File: config.mk
export PLATFORM = sky130hd
export DESIGN_NAME = soc_ctrl_rst_seq_gen_flat
export DESIGN_NICKNAME = d
export VERILOG_FILES = /design/src/rtl/soc_ctrl_rst_seq_gen_if.sv /design/src/rtl/soc_ctrl_rst_seq_gen.sv /design/src/flat_wrapper.sv
export SDC_FILE = /design/constraint.sdc
export NUM_CORES = 1
export LEC_CHECK = 0
export ABC_CLOCK_PERIOD_IN_PS = 5450
export BUFFER_PORTS_ARGS = -buffer_cell sky130_fd_sc_hd__buf_2
export CORE_MARGIN = 4
export CORE_UTILIZATION = 50
export CTS_BUF_LIST = sky130_fd_sc_hd__clkbuf_4 sky130_fd_sc_hd__clkbuf_8
export CTS_CLUSTER_SIZE = 24
export DETAILED_ROUTE_END_ITERATION = 10
export PLACE_DENSITY = 0.7
export SLEW_MARGIN = 20
export SYNTH_ARGS = -nofsm -noshare
export SYNTH_HDL_FRONTEND = slang
export SYNTH_SLANG_ARGS = --single-unit
export TNS_END_PERCENT = 30
File: constraint.sdc
create_clock -name clk_i -period 5.45 [get_ports clk_i]
set_clock_uncertainty 0.05 [all_clocks]
set_input_delay 0 -clock clk_i [delete_from_list [all_inputs] [get_ports clk_i]]
set_output_delay 0 -clock clk_i [all_outputs]
set_load 0.01 [all_outputs]
File: src/rtl/soc_ctrl_rst_seq_gen_if.sv
// ---------------------------------------------------------------------------
// soc_ctrl_rst_seq_gen_if
// Purpose : groups the per-channel request/release signals of the reset and
//           clock-enable sequencer into one bundle. The requester (SoC
//           control logic) uses the master modport. The sequencer uses the
//           slave modport.
// Signals : ch_arst_ni  [NUM_CH]       per-channel reset request, async, active-low
//           ch_clk_en_i [NUM_CH]       per-channel clock-enable request, async
//           delay_i     [NUM_CH*CNT_W] per-channel release delay, ch k at [k*CNT_W+:CNT_W]
//           seq_mode_i                 0 = parallel release, 1 = ascending sequential
//           ch_arst_no  [NUM_CH]       per-channel reset out, active-low
//           ch_clk_en_o [NUM_CH]       per-channel gated clock-enable
//           ch_ready_o  [NUM_CH]       channel has reached RUN
//           busy_o                     some requested channel is not yet in RUN
//           rel_cnt_o   [NUM_CH*8]     RELEASE entry counters. This signal exists
//                                      only when SOC_CTRL_RST_SEQ_STATUS_EN is
//                                      defined.
// ---------------------------------------------------------------------------
interface soc_ctrl_rst_seq_gen_if #(
   parameter int NUM_CH = 4,
   parameter int CNT_W  = 8
);
   logic [NUM_CH-1:0]       ch_arst_ni;
   logic [NUM_CH-1:0]       ch_clk_en_i;
   logic [NUM_CH*CNT_W-1:0] delay_i;
   logic                    seq_mode_i;
   logic [NUM_CH-1:0]       ch_arst_no;
   logic [NUM_CH-1:0]       ch_clk_en_o;
   logic [NUM_CH-1:0]       ch_ready_o;
   logic                    busy_o;
`ifdef SOC_CTRL_RST_SEQ_STATUS_EN
   logic [NUM_CH*8-1:0]     rel_cnt_o;
`endif

   // The requester drives the requests and observes the sequencer outputs.
   modport master (
      output ch_arst_ni, ch_clk_en_i, delay_i, seq_mode_i,
`ifdef SOC_CTRL_RST_SEQ_STATUS_EN
      input  rel_cnt_o,
`endif
      input  ch_arst_no, ch_clk_en_o, ch_ready_o, busy_o
   );

   // The sequencer consumes the requests and drives the release outputs.
   modport slave (
      input  ch_arst_ni, ch_clk_en_i, delay_i, seq_mode_i,
`ifdef SOC_CTRL_RST_SEQ_STATUS_EN
      output rel_cnt_o,
`endif
      output ch_arst_no, ch_clk_en_o, ch_ready_o, busy_o
   );
endinterface

File: src/rtl/soc_ctrl_rst_seq_gen.sv
// ---------------------------------------------------------------------------
// soc_ctrl_rst_seq_gen
// Purpose : multi-channel reset / clock-enable release sequencer running on
//           the always-on reference clock.
//           Each channel does the following:
//             1. It synchronises its reset request.
//             2. It waits for its turn. This applies only in sequential mode.
//             3. It counts a delay that is latched when the channel starts
//                counting.
//             4. It releases its reset.
//             5. It then passes its synchronised clock-enable through.
// Ports   : clk_i    reference clock (only clock of the block)
//           arst_ni  global reset, asynchronous, active-low
//           ctrlIf   soc_ctrl_rst_seq_gen_if.slave. This carries the
//                    per-channel requests, delays, mode and release outputs.
// Options : SOC_CTRL_RST_SEQ_STATUS_EN. When this macro is defined, the block
//           adds rel_cnt_o. rel_cnt_o holds one saturating 8-bit count of
//           RELEASE entries per channel. These counters are cleared only by
//           arst_ni.
// ---------------------------------------------------------------------------
module soc_ctrl_rst_seq_gen #(
   parameter int NUM_CH      = 4,
   parameter int CNT_W       = 8,
   parameter int SYNC_STAGES = 2
) (
   input  logic                 clk_i,
   input  logic                 arst_ni,
   soc_ctrl_rst_seq_gen_if.slave ctrlIf
);

   typedef enum logic [2:0] {
      ST_RESET,
      ST_WAIT,
      ST_COUNT,
      ST_RELEASE,
      ST_RUN
   } chState_e;

   logic [SYNC_STAGES-1:0][NUM_CH-1:0] r_reqPipe;
   logic [SYNC_STAGES-1:0][NUM_CH-1:0] r_enPipe;
   logic [NUM_CH-1:0]                  w_reqSync;
   logic [NUM_CH-1:0]                  w_enSync;
   logic                               r_globalRel;
   logic                               r_seqMode;
   chState_e                           r_state     [NUM_CH];
   chState_e                           w_stateNext [NUM_CH];
   logic [CNT_W-1:0]                   r_cnt       [NUM_CH];
   logic [CNT_W-1:0]                   r_delay     [NUM_CH];
   logic [NUM_CH-1:0]                  r_arstN;
   logic [NUM_CH-1:0]                  r_clkEn;
   logic [NUM_CH-1:0]                  w_run;
   logic [NUM_CH-1:0]                  w_prevRun;
   logic [NUM_CH-1:0]                  w_arstOut;

   // Request and enable synchronisers.
   // Element [0] is the first flop of each chain.
   // Element [SYNC_STAGES-1] is the value the FSMs see.
   always_ff @(posedge clk_i or negedge arst_ni) begin
      if (!arst_ni) begin
         r_reqPipe <= '0;
         r_enPipe  <= '0;
      end else begin
         r_reqPipe <= {r_reqPipe[SYNC_STAGES-2:0], ctrlIf.ch_arst_ni};
         r_enPipe  <= {r_enPipe[SYNC_STAGES-2:0], ctrlIf.ch_clk_en_i};
      end
   end

   assign w_reqSync = r_reqPipe[SYNC_STAGES-1];
   assign w_enSync  = r_enPipe[SYNC_STAGES-1];

   // r_globalRel marks the first clock after the global reset is released.
   // While r_globalRel is 0, the release mode tracks seq_mode_i.
   // After that the mode is frozen, so the release ordering cannot change
   // underneath channels that are already counting.
   always_ff @(posedge clk_i or negedge arst_ni) begin
      if (!arst_ni) begin
         r_globalRel <= 1'b0;
      end else begin
         r_globalRel <= 1'b1;
      end
   end

   // This flop has no reset, because it must keep sampling while
   // arst_ni is held low.
   always_ff @(posedge clk_i) begin
      if (!r_globalRel) begin
         r_seqMode <= ctrlIf.seq_mode_i;
      end
   end

   // w_prevRun[k] is 1 when every lower-indexed channel is in RUN.
   // In sequential mode this gates the start of counting. It also makes
   // every higher channel fall back to WAIT on the same edge when any lower
   // channel drops out.
   always_comb begin : prevRunCalc
      logic chainOk;
      w_run     = '0;
      w_prevRun = '0;
      chainOk   = 1'b1;
      for (int k = 0; k < NUM_CH; k++) begin
         w_run[k]     = (r_state[k] == ST_RUN);
         w_prevRun[k] = chainOk;
         chainOk      = chainOk & w_run[k];
      end
   end

   // Per-channel next-state logic.
   // A synchronised request going low overrides every state.
   // In sequential mode, a broken chain below a channel sends it back to
   // WAIT from COUNT, RELEASE or RUN.
   always_comb begin
      for (int k = 0; k < NUM_CH; k++) begin
         w_stateNext[k] = r_state[k];
         if (!w_reqSync[k]) begin
            w_stateNext[k] = ST_RESET;
         end else begin
            unique case (r_state[k])
               ST_RESET: w_stateNext[k] = ST_WAIT;
               ST_WAIT: begin
                  if (!r_seqMode || w_prevRun[k]) w_stateNext[k] = ST_COUNT;
               end
               ST_COUNT: begin
                  if (r_seqMode && !w_prevRun[k])  w_stateNext[k] = ST_WAIT;
                  else if (r_cnt[k] == r_delay[k]) w_stateNext[k] = ST_RELEASE;
               end
               ST_RELEASE: begin
                  if (r_seqMode && !w_prevRun[k]) w_stateNext[k] = ST_WAIT;
                  else                            w_stateNext[k] = ST_RUN;
               end
               ST_RUN: begin
                  if (r_seqMode && !w_prevRun[k]) w_stateNext[k] = ST_WAIT;
               end
               default: w_stateNext[k] = ST_RESET;
            endcase
         end
      end
   end

   // State, counter and registered output update.
   // The delay is latched only on the edge from WAIT to COUNT.
   // The counter is zero whenever the channel is not counting, so a
   // restarted channel always counts its full delay again.
   always_ff @(posedge clk_i or negedge arst_ni) begin
      if (!arst_ni) begin
         for (int k = 0; k < NUM_CH; k++) begin
            r_state[k] <= ST_RESET;
            r_cnt[k]   <= '0;
            r_delay[k] <= '0;
         end
         r_arstN <= '0;
         r_clkEn <= '0;
      end else begin
         for (int k = 0; k < NUM_CH; k++) begin
            r_state[k] <= w_stateNext[k];
            r_arstN[k] <= (w_stateNext[k] == ST_RELEASE) || (w_stateNext[k] == ST_RUN);
            r_clkEn[k] <= (w_stateNext[k] == ST_RUN) && w_enSync[k];
            if ((r_state[k] == ST_WAIT) && (w_stateNext[k] == ST_COUNT)) begin
               r_cnt[k]   <= '0;
               r_delay[k] <= ctrlIf.delay_i[k*CNT_W +: CNT_W];
            end else if (w_stateNext[k] == ST_COUNT) begin
               r_cnt[k] <= r_cnt[k] + 1'b1;
            end else begin
               r_cnt[k] <= '0;
            end
         end
      end
   end

   // The reset outputs assert asynchronously from either reset input.
   // They are released only by the registered release bit.
   // The clock-enable is masked by the same combined reset, so it can
   // never be high while its channel is held in reset.
   assign w_arstOut          = r_arstN & ctrlIf.ch_arst_ni & {NUM_CH{arst_ni}};
   assign ctrlIf.ch_arst_no  = w_arstOut;
   assign ctrlIf.ch_clk_en_o = r_clkEn & w_arstOut;
   assign ctrlIf.ch_ready_o  = w_run;
   assign ctrlIf.busy_o      = |(w_reqSync & ~w_run);

`ifdef SOC_CTRL_RST_SEQ_STATUS_EN
   logic [NUM_CH-1:0][7:0] r_relCnt;

   // Each counter counts entries into RELEASE and saturates at 255.
   always_ff @(posedge clk_i or negedge arst_ni) begin
      if (!arst_ni) begin
         r_relCnt <= '0;
      end else begin
         for (int k = 0; k < NUM_CH; k++) begin
            if ((w_stateNext[k] == ST_RELEASE) && (r_state[k] != ST_RELEASE) &&
                (r_relCnt[k] != 8'hFF)) begin
               r_relCnt[k] <= r_relCnt[k] + 8'd1;
            end
         end
      end
   end

   assign ctrlIf.rel_cnt_o = r_relCnt;
`endif

endmodule
File: src/flat_wrapper.sv
// flat-port wrapper written by rule: the top's interface ports become plain ports
module soc_ctrl_rst_seq_gen_flat 
#(
   parameter int NUM_CH      = 4,
   parameter int CNT_W       = 8,
   parameter int SYNC_STAGES = 2
)
  (clk_i, arst_ni, ctrlIf_ch_arst_ni, ctrlIf_ch_clk_en_i, ctrlIf_delay_i, ctrlIf_seq_mode_i, ctrlIf_ch_arst_no, ctrlIf_ch_clk_en_o, ctrlIf_ch_ready_o, ctrlIf_busy_o);
  soc_ctrl_rst_seq_gen_if #(.NUM_CH(NUM_CH), .CNT_W(CNT_W)) ctrlIf_i ();
  input  logic clk_i;
  input  logic arst_ni;
  input wire logic [$bits(ctrlIf_i.ch_arst_ni)-1:0] ctrlIf_ch_arst_ni;
  input wire logic [$bits(ctrlIf_i.ch_clk_en_i)-1:0] ctrlIf_ch_clk_en_i;
  input wire logic [$bits(ctrlIf_i.delay_i)-1:0] ctrlIf_delay_i;
  input wire logic [$bits(ctrlIf_i.seq_mode_i)-1:0] ctrlIf_seq_mode_i;
  output wire logic [$bits(ctrlIf_i.ch_arst_no)-1:0] ctrlIf_ch_arst_no;
  output wire logic [$bits(ctrlIf_i.ch_clk_en_o)-1:0] ctrlIf_ch_clk_en_o;
  output wire logic [$bits(ctrlIf_i.ch_ready_o)-1:0] ctrlIf_ch_ready_o;
  output wire logic [$bits(ctrlIf_i.busy_o)-1:0] ctrlIf_busy_o;
  assign ctrlIf_i.ch_arst_ni = ctrlIf_ch_arst_ni;
  assign ctrlIf_i.ch_clk_en_i = ctrlIf_ch_clk_en_i;
  assign ctrlIf_i.delay_i = ctrlIf_delay_i;
  assign ctrlIf_i.seq_mode_i = ctrlIf_seq_mode_i;
  assign ctrlIf_ch_arst_no = ctrlIf_i.ch_arst_no;
  assign ctrlIf_ch_clk_en_o = ctrlIf_i.ch_clk_en_o;
  assign ctrlIf_ch_ready_o = ctrlIf_i.ch_ready_o;
  assign ctrlIf_busy_o = ctrlIf_i.busy_o;
  soc_ctrl_rst_seq_gen #(.NUM_CH(NUM_CH), .CNT_W(CNT_W), .SYNC_STAGES(SYNC_STAGES)) u_core (.clk_i(clk_i), .arst_ni(arst_ni), .ctrlIf(ctrlIf_i));
endmodule
After elaboration in Yosys (flattened, before gate mapping)

Index checks and enable logic that the tools add are counted.

Register bits after elaboration: 102
Input port bits: 43
Output and inout bits: 13
Word-level logic and storage cells: 122

Add/sub/neg operators: 4
Equal/unequal tests: 32
Multiplexer cells: 32
Bitwise gates (word level): 7
Reduce and logical (&&, ||, !) cells: 27

Operators with widths:

| kind                                                 | count |
|---|---|
| two-way mux 8 bit                                    | 8 |
| two-way mux 3 bit                                    | 20 |
| one-hot mux 3 bit (5 select lines)                   | 4 |
| equality test 3 x 2 -> 1 bit (second input constant) | 16 |
| adder 8 x 1 -> 8 bit (second input constant)         | 4 |
| equality test 8 bit                                  | 4 |
| equality test 3 bit (second input constant)          | 8 |
| AND 4 bit                                            | 4 |
| equality test 3 x 1 -> 1 bit (second input constant) | 4 |
| zero test 3 bit                                      | 4 |
| logical AND 1 bit                                    | 11 |
| logical OR 1 bit                                     | 7 |
| zero test 1 bit                                      | 4 |
| NOT 4 bit                                            | 1 |
| OR reduction 4 bit                                   | 1 |
| AND 1 bit                                            | 2 |

Logic depth before layout (Yosys ltp)

Depth in word-level cells: 11
Depth in mapped cells: 6
Depth with buffers taken out: 4

Worst setup path after synthesis

Ideal clock, no wire load.

Path type: reg2reg
Start: register u_core.r_state[10] in the netlist's numbering
End: register u_core.r_delay[16] in the netlist's numbering
Library setup time: 0.125 ns
Arrival: 1.958 ns
Required time: 5.275 ns
Slack: 3.318 ns
Cell stages (with the launch flop): 7
Buffers on the path: 2
Clock period less this slack: 2.132 ns
Path through: dfrtp_1 -> buf_2 -> or3b_1 -> buf_2 -> a211o_1 -> nor2_4 -> mux2_2

Word-level cells in the longest chain between the ends: 8
Elaborated cells between the ends (all ways): 12
Those cells by class: eq/ne: 2; mux: 6; reduce/logical: 4

RTL lines:

| what                                   | RTL line                                                                              | RTL |
|---|---|---|
| start, declared                        | soc_ctrl_rst_seq_gen.sv:45                                                            | `chState_e r_state [NUM_CH];` |
| start signal, assigned by index        | soc_ctrl_rst_seq_gen.sv:154                                                           | `r_state[k] <= w_stateNext[k];` |
| equality test 3 bit (*)                | soc_ctrl_rst_seq_gen.sv:101                                                           | `w_run[k] = (r_state[k] == ST_RUN);` |
| zero test 1 bit                        | soc_ctrl_rst_seq_gen.sv:123, soc_ctrl_rst_seq_gen.sv:127, soc_ctrl_rst_seq_gen.sv:131 |  |
| logical AND 1 bit                      | soc_ctrl_rst_seq_gen.sv:123, soc_ctrl_rst_seq_gen.sv:127, soc_ctrl_rst_seq_gen.sv:131 |  |
| two-way mux 3 bit (on tied branches)   | soc_ctrl_rst_seq_gen.sv:131, soc_ctrl_rst_seq_gen.sv:123, soc_ctrl_rst_seq_gen.sv:127 |  |
| one-hot mux 3 bit (5 select lines) (*) | soc_ctrl_rst_seq_gen.sv:117                                                           | `unique case (r_state[k])` |
| two-way mux 3 bit (*)                  | soc_ctrl_rst_seq_gen.sv:114                                                           | `if (!w_reqSync[k]) begin` |
| equality test 3 x 2 -> 1 bit (*)       | soc_ctrl_rst_seq_gen.sv:157                                                           | `if ((r_state[k] == ST_WAIT) && (w_stateNext[k] == ST_COUNT)) begin` |
| logical AND 1 bit (*)                  | soc_ctrl_rst_seq_gen.sv:157                                                           |  |
| end signal, assigned by index          | soc_ctrl_rst_seq_gen.sv:159                                                           | `r_delay[k] <= ctrlIf.delay_i[k*CNT_W +: CNT_W];` |
| end, declared                          | soc_ctrl_rst_seq_gen.sv:48                                                            | `logic [CNT_W-1:0] r_delay [NUM_CH];` |

Mark *: on every way between the ends. The rest lies on a longest branch, timed or not.
A chain may end at the register's enable or synchronous reset.

Worst setup path in the final report

Start: register u_core.r_state[10] in the netlist's numbering
End: register u_core.r_delay[19] in the netlist's numbering

The elaborated chain is that of the path after synthesis.

==> results.sh <==
export IMPL_outcome="finished clean"
export IMPL_cp_buffers_inverters=0
export IMPL_dr_pass1_iters=4
export IMPL_areaGrowthSynthToFinish_pct=22.44
export IMPL_final_cells=582
export IMPL_yosys_register_bits=102
export IMPL_power_mw=1.685
export IMPL_syn_num_nets=412
export IMPL_antenna_found_initial=0
export IMPL_yosysTopAreaCell="dfrtp_1"
export IMPL_tightest_slew_ns=0.8551
export IMPL_synthTopCellsByArea="dfrtp_1 56%, mux2_2 8.0%, xnor2_1 6.1%"
export IMPL_numPortBuffers=55
export IMPL_vias=3039
export IMPL_cpMaxStageDelayCell="or3b_1"
export IMPL_pin_count=56
export IMPL_antenna_cells=0
export IMPL_dp_slack_ns=3.201
export IMPL_startpoint_type="flip-flop"
export IMPL_postPlaceCellArea_mm2=0.004875
export IMPL_track_usage=0.1676
export IMPL_insertion_delay_ns=0.36
export IMPL_cts_sinks=102
export IMPL_fin_setup_tns_ns=0
export IMPL_die_h_um=102.6
export IMPL_cts_max_path_buffers=2
export IMPL_drtIter0Drc=70
export IMPL_p_leak_nw=2.497
export IMPL_cp_end_kind="flip-flop"
export IMPL_cpLargestDelayFamily="simple AND/OR/NAND/NOR gates"
export IMPL_grt_pass1_vias=3036
export IMPL_fin_crit_sh=0.4099
export IMPL_yosysUniqueCellTypes=46
export IMPL_synth_top_area_share=0.5646
export IMPL_finalHoldViolations=0
export IMPL_drv_cap=0
export IMPL_gp_congestion=0.7951
export IMPL_holdCritPathClass="in -> async"
export IMPL_cts_hold_buf=42
export IMPL_fillers=720
export IMPL_setup_viol=0
export IMPL_std_cell_rows=34
export IMPL_drt_wl_total_mm=8.134
export IMPL_final_antenna_net_count=0
export IMPL_crit_type="reg -> reg"
export IMPL_crit_chain="or3b_1 -> a211o_1 -> nor2_4 -> mux2_2"
export IMPL_cp_max_fo=11
export IMPL_synthFlopType="dfrtp_1"
export IMPL_critPathArrivalTime_ns=2.43
export IMPL_hold_slack_ns=0.2204
export IMPL_yosysWarnings=0
export IMPL_syn_cell_area_mm2=0.004477
export IMPL_dp_hpwl_mm=5.766
export IMPL_post_route_util=0.6286
export IMPL_routedWlPerCell_um=13.98
export IMPL_grt_setup_unrepaired="false"
export IMPL_viasPerCell=5.222
export IMPL_drc=0
export IMPL_cts_root_buf="clkbuf_8"
export IMPL_grt_ovfl_total=0
export IMPL_timing_final_max_slew_violations=0
export IMPL_design_area_mm2=0.005482
export IMPL_layout_min_cycle_time_ns=2.234
export IMPL_cts_tree="built"
export IMPL_die_x_um=102.6
export IMPL_r2r_cells=4
export IMPL_cp_depth=4
export IMPL_cts_resized=0
export IMPL_synthArstFlopShare=0.9902
export IMPL_die_area_mm2=0.01053
export IMPL_postSynthCellCount=365
export IMPL_ys_seq_area_frac=0.5713
export IMPL_cts_max_level=3
export IMPL_drive_above_1_share=0.2426
export IMPL_postLayoutSetupSlackWorst_ns=3.216
export IMPL_slowest_delay_ns=0.57
export IMPL_powerDensity_mw_per_mm2=307.4
export IMPL_place_inst=524
export IMPL_grt_first_pass_wirelength_mm=13.90
export IMPL_synth_area_per_cell_um2=12.27
export IMPL_relSlewSlack=0.4300
export IMPL_crit_required_ns=5.65
export IMPL_vdd_ir_drop_worst_v=0.0002013
export IMPL_synth_edf_count=1
export IMPL_core_mm2=0.008721
export IMPL_layout_nets=516
export IMPL_grt_max_degree=73
export IMPL_start_util=0.5133
export IMPL_synthTopCellsByCount="101 x dfrtp_1, 32 x mux2_2, 31 x xnor2_1, 27 x xor2_1, 24 x nand3_1"
export IMPL_synth_most_common_cell="dfrtp_1"
export IMPL_path_clk_slew_ns=0.10
export IMPL_max_freq_mhz=447.6
export IMPL_postCtsSetupBuffers=0
export IMPL_cts_buffers=9
==> path summary, 6_finish.rpt <==
path                                              start                              to  slack (ns)
max in group asynchronous                       arst_ni  u_core.r_delay[14]$_DFFE_PN0P_        4.17
hold reg to reg            u_core.r_enPipe[2]$_DFF_PN0_    u_core.w_enSync[2]$_DFF_PN0_        0.31
setup reg to reg           u_core.r_state[10]$_DFF_PN0_  u_core.r_delay[19]$_DFFE_PN0P_        3.22
min in group clk_i                ctrlIf_ch_clk_en_i[1]    u_core.r_enPipe[1]$_DFF_PN0_        0.22
hold / removal                                  arst_ni  u_core.r_delay[22]$_DFFE_PN0P_        0.22
setup / recovery           u_core.r_state[10]$_DFF_PN0_  u_core.r_delay[19]$_DFFE_PN0P_        3.22
==> cells in the final DEF, fill, tap and decap left out, drive strengths merged, types with 3 or more instances in the layout <==
cell	count
o21ai	10
and3	17
nand2b	5
dlygate4sd3	42
nand3	25
a21oi	4
dfrtp	101
or3b	3
xor2	27
xnor2	31
nand2	5
inv	15
nor3	10
clkinv	3
nand4	7
buf	56
mux2	32
nor2	23
clkbuf	9
o211ai	5
a211oi	7
ha	4
and2	9
==> routing by layer <==
metal,vias to the layer above,GRT usage,wire length [µm]
li1,1496,-,-
met1,1469,0.2296,3799
met2,62,0.2716,3905
met3,12,0.03857,327
met4,0,0.04339,102
met5,-,0,0
==> cell families (layout without fill, tap and decap cells) <==
kind of cell,Yosys count,after routing,synth area share
compound gates,39,39,0.06456
xor+xnor,58,58,0.1135
fa+ha+maj,5,5,0.01342
buf+inv,16,125,0.01425
flops,102,102,0.5713
mux,32,32,0.08049
other cells,1,1,0.0008377
simple gates,112,112,0.1417
==> flip-flops by register name, indices dropped and copies added (netlist names) <==
name and cells:
u_core.r_cnt 32, u_core.r_delay 32, u_core.r_state 12, u_core.r_arstN 4
u_core.r_clkEn 4, u_core.r_enPipe 4, u_core.r_reqPipe 4, u_core.w_enSync 4
u_core.w_reqSync 4, u_core.r_globalRel 1, u_core.r_seqMode 1
==> report_power, final <==
| part | internal [mW] | total (mW) | switching [mW] |
|---|---|---|---|
| Combinational | 0.178 | 0.293 | 0.115 |
| Sequential | 0.861 | 0.942 | 0.0808 |
| Clock | 0.177 | 0.450 | 0.274 |
==> cell type report <==
cell class	instances	area, µm²	share of cell area
Multi-Input combinational cell	247	1856	0.3385
Inverter	11	41.29	0.007533
Tap cell	108	135.1	0.02465
Sequential cell	102	2557	0.4666
Clock buffer	9	123.9	0.02260
Timing Repair Buffer	98	705.7	0.1287
Clock inverter	7	62.56	0.01141
No activity file was read; power rests on OpenSTA's default activity.
